==> src/rtl/hardwired_control_sequencer.sv <==
// Hardwired fetch/execute control sequencer for the 32-bit datapath.
// Optional HI/LO move instructions are enabled by defining CTRL_HILO_MOVE_EN.
module hardwired_control_sequencer #(
  parameter int unsigned         MEM_WAIT = 0,
  parameter int unsigned         ALU_OP_W = 5,
  parameter logic [ALU_OP_W-1:0] ADD_CODE = ALU_OP_W'(1)
) (
  input  logic                clk,
  input  logic                reset,
  input  logic [31:0]         IR_Data,
  input  logic                stop,
  output logic                PC_select,
  output logic                MAR_enable,
  output logic                PC_increment_enable,
  output logic                read,
  output logic                MDR_enable,
  output logic                MDR_select,
  output logic                IR_enable,
  output logic                Gra,
  output logic                Grb,
  output logic                Grc,
  output logic                BAout,
  output logic                r_select,
  output logic                r_enable,
  output logic                Y_enable,
  output logic                Z_enable,
  output logic                Z_LO_select,
  output logic                c_select,
  output logic                HI_enable,
  output logic                HI_select,
  output logic                LO_enable,
  output logic                LO_select,
  output logic [ALU_OP_W-1:0] alu_instruction,
  output logic                run,
  output logic [3:0]          step
);

  typedef enum logic [3:0] {
    S_IDLE    = 4'd0,
    S_T0      = 4'd1,
    S_T1      = 4'd2,
    S_T2      = 4'd3,
    S_T3      = 4'd4,
    S_T4      = 4'd5,
    S_T5      = 4'd6,
    S_STOPPED = 4'd7,
    S_HALTED  = 4'd8
  } state_e;

  typedef enum logic [2:0] {
    OP_RTYPE, OP_ADDI, OP_MFHI, OP_MFLO, OP_MTHI, OP_MTLO, OP_HALT, OP_NOP
  } op_class_e;

  localparam logic [2:0] WAIT_LAST = 3'(MEM_WAIT);

  state_e     state_q, state_d;
  logic [2:0] wait_cnt_q, wait_cnt_d;
  op_class_e  op_class;
  logic [4:0] opcode;
  logic       unused_ir;

  assign opcode    = IR_Data[31:27];
  assign unused_ir = ^IR_Data[26:0];

  always_comb begin
    op_class = OP_NOP;
    if (opcode <= 5'b01011)      op_class = OP_RTYPE;
    else if (opcode == 5'b01100) op_class = OP_ADDI;
    else if (opcode == 5'b11111) op_class = OP_HALT;
`ifdef CTRL_HILO_MOVE_EN
    else if (opcode == 5'b11000) op_class = OP_MFHI;
    else if (opcode == 5'b11001) op_class = OP_MFLO;
    else if (opcode == 5'b11010) op_class = OP_MTHI;
    else if (opcode == 5'b11011) op_class = OP_MTLO;
`endif
  end

  // NOTE: sequential state uses non-blocking assignments so every register
  // samples the pre-edge values of the others.
  always_ff @(posedge clk or posedge reset) begin
    if (reset) begin
      state_q    <= S_IDLE;
      wait_cnt_q <= '0;
    end else begin
      state_q    <= state_d;
      wait_cnt_q <= wait_cnt_d;
    end
  end

  // NOTE: every combinational output gets a default first so no path can
  // leave it unassigned and infer a latch.
  always_comb begin
    state_d    = state_q;
    wait_cnt_d = '0;
    unique case (state_q)
      S_IDLE:    if (!stop) state_d = S_T0;
      S_T0:      state_d = S_T1;
      S_T1: begin
        if (wait_cnt_q == WAIT_LAST) state_d = S_T2;
        else                         wait_cnt_d = 3'(wait_cnt_q + 3'd1);
      end
      S_T2:      state_d = S_T3;
      S_T3: begin
        if (op_class == OP_HALT)                            state_d = S_HALTED;
        else if (op_class == OP_RTYPE || op_class == OP_ADDI) state_d = S_T4;
        else                                                state_d = stop ? S_STOPPED : S_T0;
      end
      S_T4:      state_d = S_T5;
      S_T5:      state_d = stop ? S_STOPPED : S_T0;
      S_STOPPED: if (!stop) state_d = S_T0;
      S_HALTED:  state_d = S_HALTED;
      default:   state_d = S_IDLE;
    endcase
  end

  always_comb begin
    PC_select           = 1'b0;
    MAR_enable          = 1'b0;
    PC_increment_enable = 1'b0;
    read                = 1'b0;
    MDR_enable          = 1'b0;
    MDR_select          = 1'b0;
    IR_enable           = 1'b0;
    Gra                 = 1'b0;
    Grb                 = 1'b0;
    Grc                 = 1'b0;
    BAout               = 1'b0;
    r_select            = 1'b0;
    r_enable            = 1'b0;
    Y_enable            = 1'b0;
    Z_enable            = 1'b0;
    Z_LO_select         = 1'b0;
    c_select            = 1'b0;
    HI_enable           = 1'b0;
    HI_select           = 1'b0;
    LO_enable           = 1'b0;
    LO_select           = 1'b0;
    alu_instruction     = '0;
    unique case (state_q)
      S_T0: begin
        PC_select  = 1'b1;
        MAR_enable = 1'b1;
      end
      S_T1: begin
        // PC must advance once per fetch even when T1 is stretched.
        PC_increment_enable = (wait_cnt_q == 3'd0);
        read                = 1'b1;
        MDR_enable          = 1'b1;
      end
      S_T2: begin
        MDR_select = 1'b1;
        IR_enable  = 1'b1;
      end
      S_T3: begin
        unique case (op_class)
          OP_RTYPE: begin Grb = 1'b1; r_select = 1'b1; Y_enable = 1'b1; end
          OP_ADDI:  begin Grb = 1'b1; BAout = 1'b1; Y_enable = 1'b1; end
          OP_MFHI:  begin Gra = 1'b1; r_enable = 1'b1; HI_select = 1'b1; end
          OP_MFLO:  begin Gra = 1'b1; r_enable = 1'b1; LO_select = 1'b1; end
          OP_MTHI:  begin Gra = 1'b1; r_select = 1'b1; HI_enable = 1'b1; end
          OP_MTLO:  begin Gra = 1'b1; r_select = 1'b1; LO_enable = 1'b1; end
          default:  ;
        endcase
      end
      S_T4: begin
        Z_enable = 1'b1;
        if (op_class == OP_ADDI) begin
          c_select        = 1'b1;
          alu_instruction = ADD_CODE;
        end else begin
          Grc             = 1'b1;
          r_select        = 1'b1;
          alu_instruction = ALU_OP_W'(opcode);
        end
      end
      S_T5: begin
        Z_LO_select = 1'b1;
        Gra         = 1'b1;
        r_enable    = 1'b1;
      end
      default: ;
    endcase
  end

  assign run  = !(state_q == S_IDLE || state_q == S_STOPPED || state_q == S_HALTED);
  assign step = state_q;

endmodule

==> config.mk <==
export PLATFORM = sky130hd
export DESIGN_NAME = hardwired_control_sequencer
export DESIGN_NICKNAME = d
export VERILOG_FILES = /design/src/rtl/hardwired_control_sequencer.sv
export SDC_FILE = /design/constraint.sdc
export NUM_CORES = 1
export LEC_CHECK = 0
export ABC_CLOCK_PERIOD_IN_PS = 2650
export CAP_MARGIN = 20
export CORE_ASPECT_RATIO = 0.75
export CORE_MARGIN = 4
export CORE_UTILIZATION = 30
export CTS_CLUSTER_DIAMETER = 150
export DETAILED_ROUTE_END_ITERATION = 8
export MAX_ROUTING_LAYER = met4
export PLACE_DENSITY = 0.77
export SLEW_MARGIN = 30
export SYNTH_ARGS = -nofsm -noshare
export SYNTH_HDL_FRONTEND = slang
export SYNTH_SLANG_ARGS = --single-unit
==> constraint.sdc <==
create_clock -name clk -period 2.65 [get_ports clk]
set_input_delay 0.795 -clock clk [delete_from_list [all_inputs] [get_ports clk]]
set_output_delay 0.795 -clock clk [all_outputs]
set_load 0.02 [all_outputs]
==> Word level (Yosys, flattened, before mapping) <==
Cells that the tools add are included.
{ "totals": {"reg_bits": 7, "inputBits": 35, "output_inout_bits": 31, "wordCells": 75} }
{ "classes": {"add_sub_neg": 1, "n_lt_le_gt_ge": 1, "n_eq_ne": 18, "muxes": 40, "n_reduce_logical": 13} }
{ "ops": {"columns": ["op", "n"], "rows": [
  ["4-bit one-hot mux with 8 select lines", 1],
  ["1-bit 2-to-1 mux", 25],
  ["3-bit 2-to-1 mux", 6],
  ["4-bit by 3-bit == test with 1-bit output (second input constant)", 4],
  ["4-bit 2-to-1 mux", 3],
  ["5-bit 2-to-1 mux", 2],
  ["3-bit == test (second input constant)", 3],
  ["4-bit by 2-bit == test with 1-bit output (second input constant)", 2],
  ["3-bit by 2-bit == test with 1-bit output (second input constant)", 2],
  ["3-bit zero test", 2],
  ["1-bit one-hot mux with 2 select lines", 3],
  ["2-bit OR reduction", 3],
  ["5-bit by 4-bit == test with 1-bit output (second input constant)", 1],
  ["5-bit == test (second input constant)", 1],
  ["5-bit by 4-bit less-or-equal comparator with 1-bit output (second input constant)", 1],
  ["4-bit by 1-bit == test with 1-bit output (second input constant)", 1],
  ["4-bit == test (second input constant)", 1],
  ["4-bit zero test", 1],
  ["2-bit inequality test (second input constant)", 2],
  ["4-bit OR reduction", 1],
  ["3-bit by 1-bit adder with 3-bit output (second input constant)", 1],
  ["3-bit by 1-bit == test with 1-bit output (second input constant)", 1],
  ["1-bit logical OR", 3],
  ["3-bit OR reduction", 1],
  ["2 further kinds", 2]
]} }

==> Logic depth before layout (Yosys ltp) <==
Gate-level depths: netlist (run 1).
{ "depth": {"ltp_word": 9, "depth_mapped": 6, "ltp_nobuf": 5} }

==> Worst setup path after synthesis (run 1) <==
OpenSTA, ideal clock, no wires.
{ "synth_timing": {"path_type": "reg-to-output", "start": "reg state_q[0], in the netlist step[0]", "end": "out PC_select", "t_arrival_ns": 1.778, "t_required_ns": 1.855, "path_slack_ns": 0.077, "path_stages_with_launch": 5, "path_buffers": 2, "path_cell_list": "dfrtp_1 > buf_2 > inv_1 > nor4_1 > buf_4"} }
{ "synth_via": {"elab_chain_len": 2} }
{ "synth_lines": {"columns": ["element", "line_no", "text"], "rows": [
  ["start, declared", "56", "state_e state_q, state_d;"],
  ["start signal, assigned", "85", "state_q <= state_d;"],
  ["4-bit by 1-bit == test with 1-bit output", null, null],
  ["1-bit 2-to-1 mux", null, null],
  ["end, declared", "12", "output logic PC_select,"]
]} }
Every way passes these cells.

==> Worst setup path in the final report (run 1) <==
{ "layout_timing": {"start": "in IR_Data[30]", "end": "out r_select"} }
{ "layout_via": {"elab_chain_len": 8, "elab_cells_between_ends": 14, "cone_classes": "1 x order compare; 5 x eq/ne; 6 x mux; 2 x reduce/logical"} }
{ "layout_lines": {"columns": ["element", "line_no", "text"], "rows": [
  ["start, declared", "10", "input logic [31:0] IR_Data,"],
  ["5-bit == test", "69", "else if (opcode == 5'b11111) op_class = OP_HALT;"],
  ["1-bit 2-to-1 mux", "69", null],
  ["3-bit 2-to-1 mux", "68", "else if (opcode == 5'b01100) op_class = OP_ADDI;"],
  ["3-bit 2-to-1 mux *", "67", "if (opcode <= 5'b01011) op_class = OP_RTYPE;"],
  ["3-bit == test / 3-bit zero test (equally long branches)", "155", "unique case (op_class)"],
  ["3-bit OR reduction (no source line)", null, null],
  ["1-bit 2-to-1 mux", "155", null],
  ["1-bit one-hot mux with 2 select lines *", "139", "unique case (state_q)"],
  ["end, declared", "23", "output logic r_select,"]
]} }
Every way passes the cells marked *; elsewhere a longest branch is shown, timed or not.

==> results.ini, run 1 <==
[sta]
rsz0062_at_grt=false
slew_violations=0
holdWs_ps=473
fmax_ghz=0.387
setup_viol=0
fin_worst_skew_ps=5.23
min_period_ps=2590
finalCritPeriodShare_pct=97.6
setup_ws_ps=64.5
finalHoldViolCount=0

[layout]
fin_area_sq_mm=0.00115
seqCellArea_sq_um=176
drive_above_1_share_pct=39.0
final_util_pct=54.8
layout.nets=174
syn_to_final_growth_pct=66.5
multi_input_area_sq_um=410
fillers=186
num_antenna_cells=0

[worst_setup_path]
rr_worst_depth=6
critPathKind=in2out
start_kind=input port
worstPathRequired_ps=1860
arrival_ps=1790
r2r_setup_slack_ps=1040
cp-end-kind=output port
cp_max_fo=4
rr_endpoint=step[0]$_DFFE_PP0P_
reg2reg_from=step[1]$_DFFE_PP0P_

[place]
post-dp-hpwl_um=1830
placed_area_sq_mm=0.00111
io_buffers=34
place_ws_ps=-684
gp_congestion=0.841

[cts]
cts.sinks=7
cts_tree=built
cts_max_path_buffers=2
htree_levels=1
insertion_delay_ps=270
clkTransAtPathRegs_ps=60
cts_hold_buf=0
cts_buffers=3
cts_root_buf=clkbuf_4

[power_and_ir_drop]
p_leak_nw=0.637
power_frac_seq_pct=16.6
netSwitchingFraction_pct=47.8
p_sw_mw=0.505
intPower_mw=0.552
ir_worst_vdd_mv=0.254
power_density_mw_per_mm2=917
p_comb_share_pct=73.4
power_frac_clock_pct=10.0

[detailed_routing]
viasPerCell=4.97
routed_wl_um=2320
antenna_left=0
drt-pass1-iter-count=4
dr_total_vias=795
post-route-drc-count=0
drtIter0Drc=21
wire_per_inst_um=14.5

[floorplanning]
die_x_um=63.5
rows=14
core_sq_mm=0.00210
fp.dieH_um=49.6
fp.dieArea_sq_mm=0.00315
ios=66
start_util_pct=32.9

[outcome]
status=finished, final reports clean

[synthesis]
synth_edf_count=0
async_flop_share_pct=100
ys_ff_latch=7
syn_avg_cell_area_sq_um=8.05
yosys_warnings=0
synth_ff_type=dfrtp_1
synthCells=86
syn_area_sq_um=692
synth.distinct_cells=39
ys_seq_area_share_pct=25.3

[global_route]
met3_usage_pct=2.50
antenna_found_initial=0
grt_first_pass_wirelength_um=3970
grt_max_degree=11
grt_most_used_layer=met2
grt_pass1_vias=858
grtUsageTotal_pct=16.6
use_met2_pct=29.8
grt_use_met1_pct=17.9
grt_overflow=0

[hold_path]
holdPathStages=1
hp-start=wait_cnt_q[0]$_DFF_PP0_
hold-path-endpoint=wait_cnt_q[0]$_DFF_PP0_
hold_path_class=reg2reg

[job]
maxCapViolCount=0

==> cells by family (layout without fill, tap and decap cells) <==
logic type	count (synthesis)	after routing	synth area share, %
and+or+nand+nor	36	36	30.6
buffers and inverters	23	70	19.3
AOI/OAI and AO/OA	14	14	16.3
DFF	7	7	25.3
adders and majority gates	2	2	3.62
muxes	2	2	3.07
other	1	4	0.542
xor gates and xnor gates	1	1	1.27
==> repair_timing <==
item                                    in CTS  in global routing
endpoints found under the hold margin        0                  0
pin swaps                                    7                  1
gates resized for setup                     67                  9
buffers inserted                             5                  0
endpoints found under the setup margin      21                 13
==> how the worst max path moves through the flow <==
stage	start	end	cells past startpoint
5_1_grt	IR_Data[30]	r_select	5
4_1_cts	step[3]$_DFFE_PP0P_	IR_enable	4
2_1_floorplan	step[0]$_DFFE_PP0P_	PC_select	4
6_report	IR_Data[30]	r_select	5
3_3_place_gp	IR_Data[30]	BAout	5
3_5_place_dp	IR_Data[30]	r_select	5
==> power by group through the flow <==
stage | Clock, mW | Sequential, mW | Combinational, mW
detailed placement | 0 | 0.174 | 0.806
CTS | 0.104 | 0.173 | 0.777
finish | 0.106 | 0.176 | 0.776
floorplan | 0 | 0.180 | 0.452
global route | 0.115 | 0.179 | 0.831
global placement | 0 | 0.170 | 0.790
==> per-stage QoR <==
| stage | cells | total power [mW] | TNS [ps] |
|---|---|---|---|
| 2_1_floorplan | 89 | 0.633 | 0 |
| 3_5_place_dp | 151 | 0.980 | -6190 |
| 3_3_place_gp | 151 | 0.960 | -6030 |
| 6_report | 160 | 1.06 | 0 |
| 4_1_cts | 160 | 1.05 | 0 |
| 5_1_grt | 160 | 1.13 | 0 |
==> flip-flops by register name, indices dropped and copies added, names as in the netlist <==
name	flops
wait_cnt_q	3
step	4
==> final cells by class <==
type / count / area share [%]
timing repair buffer: 57 / 41.2
sequential: 7 / 15.3
clock buffer: 3 / 1.95
tap: 24 / 2.61
multi-input combinational: 59 / 35.6
clock inverter: 1 / 0.434
inverter: 9 / 2.93
==> synth_stat cells (2+ instances only) <==
master	number	area, sq um
a31oi_1	2	12.5
and2_1	5	31.3
and3_1	2	12.5
buf_2	2	10.0
buf_4	10	75.1
dfrtp_1	7	175
ha_1	2	25.0
inv_1	8	30.0
nand2_1	4	15.0
nand3_1	3	15.0
nor2_1	9	33.8
nor3_1	3	15.0
o211ai_1	3	22.5
==> worst max-delay path, cell delays in order <==
cell             delay [ps]
clkdlybuf4s15_2         190
nand2_2                  70
o41a_1                  370
a31o_2                  240
buf_6                   130
==> placed cells by master (no fill, tap or decap), drive strengths merged, types with 2 or more instances in the layout <==
master,count
inv,9
dfrtp,7
dlymetal6s2s,3
dlygate4sd2,10
o211ai,3
and3,2
clkdlybuf4s15,3
conb,4
nand3,3
nand2,4
buf,32
and2,5
a31oi,2
nor3,3
ha,2
nor4,2
clkbuf,5
nor2,9
clkdlybuf4s50,7
==> layer usage <==
| layer | vias up | wire length, um |
|---|---|---|
| met4 | 0 | 52 |
| li1 | 385 | - |
| met3 | 6 | 92 |
| met5 | - | 0 |
| met2 | 21 | 1180 |
| met1 | 383 | 995 |
Power figures use the tool's default switching activity.
==> inputs of run 2 (changes only) <==
- ABC_CLOCK_PERIOD_IN_PS: 2650 -> 3000
- CORE_UTILIZATION: 30 -> 32
- PLACE_DENSITY: 0.77 -> 0.82
- SETUP_SLACK_MARGIN: default -> 0.15
- clock period: 2.65 -> 3 ns (I/O delays scaled with it)
==> run 2 against run 1 <==
Total power fell by 14%. Critical endpoint unchanged. Combinational power fell by 11%. Non-clock buffer count fell by 5. Critical path depth fell by 1. Cell count fell by 3.1%. Largest power group unchanged. First-iteration DRC count fell by 24%.
==> results.ini, run 2 (same netlist as run 1, synthesis figures left out) <==
[floorplanning]
fp.dieH_um=48.3
ios=66
die_x_um=61.7
fp.dieArea_sq_mm=0.00298
start_util_pct=34.1
core_sq_mm=0.00203
rows=14

[outcome]
status=finished, final reports clean

[layout]
final_common_cell=buf_4
largest_reg_flops=4
final_cell_mix=buf_4 (20), dlymetal6s2s_1 (10), nor2_1 (8), clkdlybuf4s50_1 (8)
num_antenna_cells=0
final_util_pct=56.7
fillers=173
layout.nets=169
drive_above_1_share_pct=32.8
syn_to_final_growth_pct=66.4

[sta]
fmax_ghz=0.347
finalHoldViolCount=0
fin_worst_skew_ps=3.61
slew_violations=0
finalCritPeriodShare_pct=96.1
setup_tns_ps=0
setup_viol=0
min_period_ps=2880
rsz0062_at_grt=true

[worst_setup_path]
critPathKind=in2out
rr_worst_depth=6
arrival_ps=1980
cp_max_fo=4
cp-end-kind=output port
r2r_setup_slack_ps=1360
start_kind=input port
rr_endpoint=step[0]$_DFFE_PP0P_
reg2reg_from=step[1]$_DFFE_PP0P_
worstPathRequired_ps=2100

[cts]
cts_tree=built
insertion_delay_ps=240
cts_max_path_buffers=2
cts_hold_buf=0
clkTransAtPathRegs_ps=50
htree_levels=1
cts_root_buf=clkbuf_4
cts_buffers=3
cts.sinks=7

[global_route]
grt_max_degree=12
use_met2_pct=26.7
grt_overflow=0
grt_pass1_vias=726
antenna_found_initial=0
grt_first_pass_wirelength_um=3240
met3_usage_pct=1.59
grtUsageTotal_pct=15.9
grt_most_used_layer=met2
grt_use_met1_pct=19.3

[hold_path]
holdPathStages=1
hold-path-endpoint=wait_cnt_q[0]$_DFF_PP0_
hold_path_class=reg2reg
hp-start=wait_cnt_q[0]$_DFF_PP0_

[detailed_routing]
routed_wl_um=2120
drt-pass1-iter-count=4
post-route-drc-count=0
dr_total_vias=765
antenna_left=0
viasPerCell=4.94
wire_per_inst_um=13.6
drtIter0Drc=16

[place]
io_buffers=34
post-dp-hpwl_um=1710
gp_congestion=0.951

[job]
maxCapViolCount=0

[power_and_ir_drop]
ir_worst_vdd_mv=0.556
power_density_mw_per_mm2=792
p_leak_nw=0.700

## run 2: cell type report
type                       count  area (sq um)  area share (%)
clock buffer                   4          26.3            2.28
timing repair buffer          52           478            41.5
tap                           24          30.0            2.61
inverter                       9          33.8            2.93
multi-input combinational     59           408            35.4
sequential                     7           175            15.2
## run 2: worst max path at each step
stage / start / end / slack (ps) / cells past startpoint
6_report: IR_Data[31] / r_select / 120 / 4
5_1_grt: IR_Data[31] / r_select / 80 / 4
4_1_cts: IR_Data[31] / r_select / 70 / 4
3_5_place_dp: IR_Data[30] / r_select / -560 / 5
3_3_place_gp: IR_Data[30] / BAout / -530 / 5
2_1_floorplan: step[0]$_DFFE_PP0P_ / PC_select / 320 / 4
## run 2: critical path, cell delays in order
cell and delay, ps:
clkdlybuf4s15_1 200, o41a_1 490, a31o_2 240, buf_4 150
## run 2: where the power goes
part	internal (mW)	switching [mW]	total, mW
registers	0.116	0.0214	0.138
logic	0.320	0.373	0.692
clock network	0.0505	0.0307	0.0812
total	0.486	0.425	0.911
## run 2: metal layers
metal | routed length (um) | vias up
li1 | - | 378
met1 | 927 | 361
met2 | 1060 | 22
met3 | 104 | 4
met4 | 29 | 0
met5 | 0 | -
## run 2: metrics by stage
stage                     power [mW]  hold WS, ps  setup slack (ps)  area [sq um]  std cells
after floorplan                0.559          429               322           703         89
after global placement         0.831          444              -528          1090        148
after detailed placement       0.846          495              -562          1090        148
after CTS                      0.922          501              71.8          1120        154
after global routing           0.970          516              76.0          1150        155
final                          0.911          498               118          1150        155
## run 2: repair_timing
item	in CTS	in global routing
resized for setup	54	20
pin swaps	7	5
setup buffers	2	1
setup endpoints to repair	11	19
